[config.mk]
export PLATFORM = sky130hd
export DESIGN_NAME = morse_clk_divider
export DESIGN_NICKNAME = d
export VERILOG_FILES = /design/src/rtl/morse_pkg.sv /design/src/rtl/morse_div_counter.sv /design/src/rtl/morse_clk_divider.sv
export SDC_FILE = /design/constraint.sdc
export NUM_CORES = 1
export LEC_CHECK = 0
export ABC_AREA = 1
export BUFFER_PORTS_ARGS = -buffer_cell sky130_fd_sc_hd__buf_2
export CAP_MARGIN = 15
export CELL_PAD_IN_SITES_DETAIL_PLACEMENT = 1
export CELL_PAD_IN_SITES_GLOBAL_PLACEMENT = 1
export CORE_MARGIN = 5
export CORE_UTILIZATION = 49
export CTS_CLUSTER_SIZE = 24
export DETAILED_ROUTE_END_ITERATION = 6
export PLACE_DENSITY = 0.9
export SYNTH_ARGS = -nofsm -noshare
export SYNTH_HDL_FRONTEND = slang
export SYNTH_SLANG_ARGS = --single-unit
[constraint.sdc]
create_clock -name clk -period 3.1 [get_ports clk]
set_input_delay 0.465 -clock clk [delete_from_list [all_inputs] [get_ports clk]]
set_output_delay 0.465 -clock clk [all_outputs]
set_load 0.01 [all_outputs]
[src/rtl/morse_pkg.sv]
// rtl/morse_pkg.sv - shared constants and slow-clock level type for the Morse divider
package morse_pkg;

  localparam int CLK_HZ                 = 50_000_000;
  localparam int MORSE_DIV_HALF_DEFAULT = CLK_HZ / 20;
  localparam int MORSE_CNT_W            = 32;

  typedef enum logic {
    LOW  = 1'b0,
    HIGH = 1'b1
  } morse_level_e;

endpackage

[src/rtl/morse_div_counter.sv]
// rtl/morse_div_counter.sv - terminal-count counter; wrap marks the last cycle of a half-period
import morse_pkg::*;

module morse_div_counter #(
  parameter int CNT_W = MORSE_CNT_W
) (
  input  logic             clk,
  input  logic             reset,
  input  logic             en,
  input  logic             load,
  input  logic [CNT_W-1:0] half,
  output logic             wrap
);

  logic [CNT_W-1:0] cnt;

  // load suppresses wrap so a reprogramming cycle never toggles the output
  assign wrap = en && !load && (cnt == half - CNT_W'(1));

  always_ff @(posedge clk or posedge reset) begin
    if (reset) begin
      cnt <= '0;
    end else if (load) begin
      cnt <= '0;
    end else if (en) begin
      cnt <= wrap ? '0 : cnt + CNT_W'(1);
    end
  end

endmodule

[src/rtl/morse_clk_divider.sv]
// rtl/morse_clk_divider.sv - 50% duty slow_clock plus rising-edge tick strobe
// Optional runtime divisor load: define MORSE_DIVIDER_PROG_EN.
import morse_pkg::*;

module morse_clk_divider #(
  parameter int HALF_PERIOD = MORSE_DIV_HALF_DEFAULT,
  parameter int CNT_W       = MORSE_CNT_W
) (
  input  logic             clk,
  input  logic             reset,
  input  logic             en,
`ifdef MORSE_DIVIDER_PROG_EN
  input  logic             div_load,
  input  logic [CNT_W-1:0] div_half,
`endif
  output logic             slow_clock,
  output logic             tick
);

  morse_level_e     state, next_state;
  logic             tick_next;
  logic             wrap;
  logic             load;
  logic [CNT_W-1:0] half;

`ifdef MORSE_DIVIDER_PROG_EN
  assign load = div_load;

  // a zero divisor would never reach terminal count, so treat it as 1
  always_ff @(posedge clk or posedge reset) begin
    if (reset) begin
      half <= CNT_W'(HALF_PERIOD);
    end else if (div_load) begin
      half <= (div_half == '0) ? CNT_W'(1) : div_half;
    end
  end
`else
  assign load = 1'b0;
  assign half = CNT_W'(HALF_PERIOD);
`endif

  morse_div_counter #(
    .CNT_W (CNT_W)
  ) u_counter (
    .clk   (clk),
    .reset (reset),
    .en    (en),
    .load  (load),
    .half  (half),
    .wrap  (wrap)
  );

  always_ff @(posedge clk or posedge reset) begin
    if (reset) begin
      state <= LOW;
      tick  <= 1'b0;
    end else begin
      state <= next_state;
      tick  <= tick_next;
    end
  end

  always_comb begin
    next_state = state;
    tick_next  = 1'b0;
    if (wrap) begin
      next_state = (state == LOW) ? HIGH : LOW;
      tick_next  = (state == LOW);
    end
  end

  assign slow_clock = (state == HIGH);

endmodule

==> results.md <==
- Peak Freq: 0.538 GHz
- Post_cts resized: 0
- Gate Count Post-Synth: 321
- DRT antenna net count: 0
- H-Tree Depth: 2
- TritonCTS buffer count: 5
- CP Cell Sequence: ha_1, nand3_2, nor3_1, nand3_2, nand2_1, nand2_1
- Total global routing track utilization: 23.4%
- Die height: 77.5 um
- Post-Route WL: 6470 um
- Area delta synth->final: 8.46%
- DRC viols: 0
- Commonest non-fill, non-tap cell in the layout: nand2_1
- RSZ-0062 raised after global routing: no
- Post-synthesis sequential area ratio: 38.1%
- Initial antenna violation count: 0
- Skew-Pair Late Insertion Delay: 0.29 ns
- Clock sinks: 34
- Vias in the first global route: 2,217
- Worst path slowest cell: dfrtp_1
- Pin count of the biggest net entering global routing: 19
- Least-Margin Pin Slew: 0.674 ns
- Hold Path Class: input pin to asynchronous set/reset pin
- Setup TNS: 0 ns
- Distinct cells, synth: 21
- CTS tree: done
- Slowest Stage Delay on Critical Path: 0.45 ns
- Via density: 5.39
- Dpl hpwl: 4890 um
- Router iterations before antenna repair: 5
- Leading cell types in the layout, fill and taps excluded: 86 x nand2_1, 60 x inv_1, 46 x nor2_1
- Placer Congestion: 0.852
- Synth warn: 0
- Global route total overflow: 0
- Critical-path maximum fanout: 8
- CTS Root Cell: clkbuf_8
- VDD IR max: 366 uV
- First-pass GRT wire length: 11,100 um
- Clock Path Buffers: 2
- Post-Syn Nets: 325
- Critical R2R Capture: slow_clock$_DFFE_PP0P_
- Initial DRC count: 123
- Slew HR: 55.0%
- Min Clock Period, post-route: 1.86 ns
- I/O pins: 5
- Area contributors post-synth: dfrtp_1 38%, nand2_1 14%, inv_1 10%, nor2_1 7.7%, nand3_1 4.3%
- Finish-stage setup viols: 0
- R2R setup slack: 1.24 ns
- Worst r2r path cells: 6
- Synth area leader: dfrtp_1
- Worst path buffer plus inverter count: 0
- Total power: 1.20 mW
- Reg2reg start: u_counter.cnt[0]$_DFFE_PP0P_
- Core ar.: 4380 um^2
- Worst endpoint required time: 3.28 ns
- WL/cell: 16.8 um
- Top delay family on crit path: simple AND/OR/NAND/NOR gates
- Starting density of the core: 50.9%
- Worst clock skew: 0.00571 ns
- CP arrival: 2.04 ns
- Hold Vio Cnt, Final: 0
- # hold bufs at CTS: 0
- Synthesized flop and latch total: 34
- Nature of the critical path startpoint: flip-flop
- Synthesized cell area: 2230 um^2
- Slew Viols, Final: 0
- Synth top area share: 38.1%
- Kind of critical path: flip-flop to flip-flop
- Final Cell Area: 2420 um^2
- Proportion of layout cells with a drive suffix above 1: 13.0%
- Util after Layout: 55.2%
- Final period util: 60.0%
- Ant. Diodes: 0
- Pwr Density: 497 nW/um^2
- Syn avg cell area: 6.95 um^2
- Cell Rows: 24
- Static Leak: 1.21 nW
- Port bufs: 4
- Die W: 77.5 um
- Post-Place Cell Area: 2310 um^2
- Max Cap Viol: 0
- Clk slew on worst S/H paths: 0.08 ns
- Via count: 2,068
- Die ar.: 6010 um^2
- Post-CTS Repair Setup Buffers: 0
- Nets: 335
- Status: finished clean
- Crit end category: flip-flop
## cell type report
cell class | count | area (um^2)
Clock buffer | 5 | 68.8
Clock inverter | 3 | 40.0
Fill cell | 589 | 1960
Inverter | 62 | 233
Multi-Input combinational cell | 223 | 1140
Sequential cell | 34 | 851
Tap cell | 52 | 65.1
Timing Repair Buffer | 5 | 27.5
## flip-flops by register name (all words and copies together) (netlist names)
signal,count
u_counter.cnt,32
slow_clock,1
tick,1
## layer usage
layer,vias up,wire length (um),global-route usage [%]
li1,1004,-,-
met1,1011,2920,30.0
met2,39,3140,39.4
met3,14,261,3.47
met4,0,145,9.28
met5,-,0,0
## worst reg2reg max path: stages, from the launching register on
cell	delay [ns]
dfrtp_1	0.45
ha_1	0.24
nand3_2	0.15
nor3_1	0.38
nand3_2	0.27
nand2_1	0.16
nand2_1	0.08
## how the worst max path moves through the flow
stage | slack [ns] | start | endpoint | depth (start not counted)
CTS | 1.28 | u_counter.cnt[0]$_DFFE_PP0P_ | slow_clock$_DFFE_PP0P_ | 6
detailed placement | 1.31 | en | slow_clock$_DFFE_PP0P_ | 8
floorplan | 1.66 | u_counter.cnt[0]$_DFFE_PP0P_ | u_counter.cnt[13]$_DFFE_PP0P_ | 6
finish | 1.24 | u_counter.cnt[0]$_DFFE_PP0P_ | slow_clock$_DFFE_PP0P_ | 6
global placement | 1.33 | en | u_counter.cnt[5]$_DFFE_PP0P_ | 8
global route | 1.18 | u_counter.cnt[0]$_DFFE_PP0P_ | slow_clock$_DFFE_PP0P_ | 6
## logic make-up after synthesis
logic type / count (synthesis) / synth area share [%]
AOI/OAI and AO/OA: 4 / 1.01
xor gates and xnor gates: 13 / 5.10
adders and majority gates: 1 / 0.560
buffers and inverters: 64 / 11.0
DFF: 34 / 38.1
and+or+nand+nor: 205 / 44.2
## synthesized netlist by cell type, drive strengths merged
library cell	n
nand2	91
inv	62
nor2	61
dfrtp	34
nand3	27
nand4	13
nor3	12
xor2	10
o21ai	3
xnor2	3
buf	2
ha	1
nand3b	1
o31ai	1
## through the flow
stage               hold slack (ns)  setup slack [ns]  instances
global route                  0.320              1.18        384
finish                        0.253              1.24        384
CTS                           0.292              1.28        384
detailed placement            0.500              1.31        376
global placement              0.474              1.33        376
floorplan                     0.469              1.66        321
## where the power goes
group	internal [mW]	total [mW]	switching, mW
clock	0.237	0.414	0.178
sequential	0.493	0.575	0.0812
combinational	0.0753	0.215	0.140
Note: power is estimated with default switching activity, not from simulation.
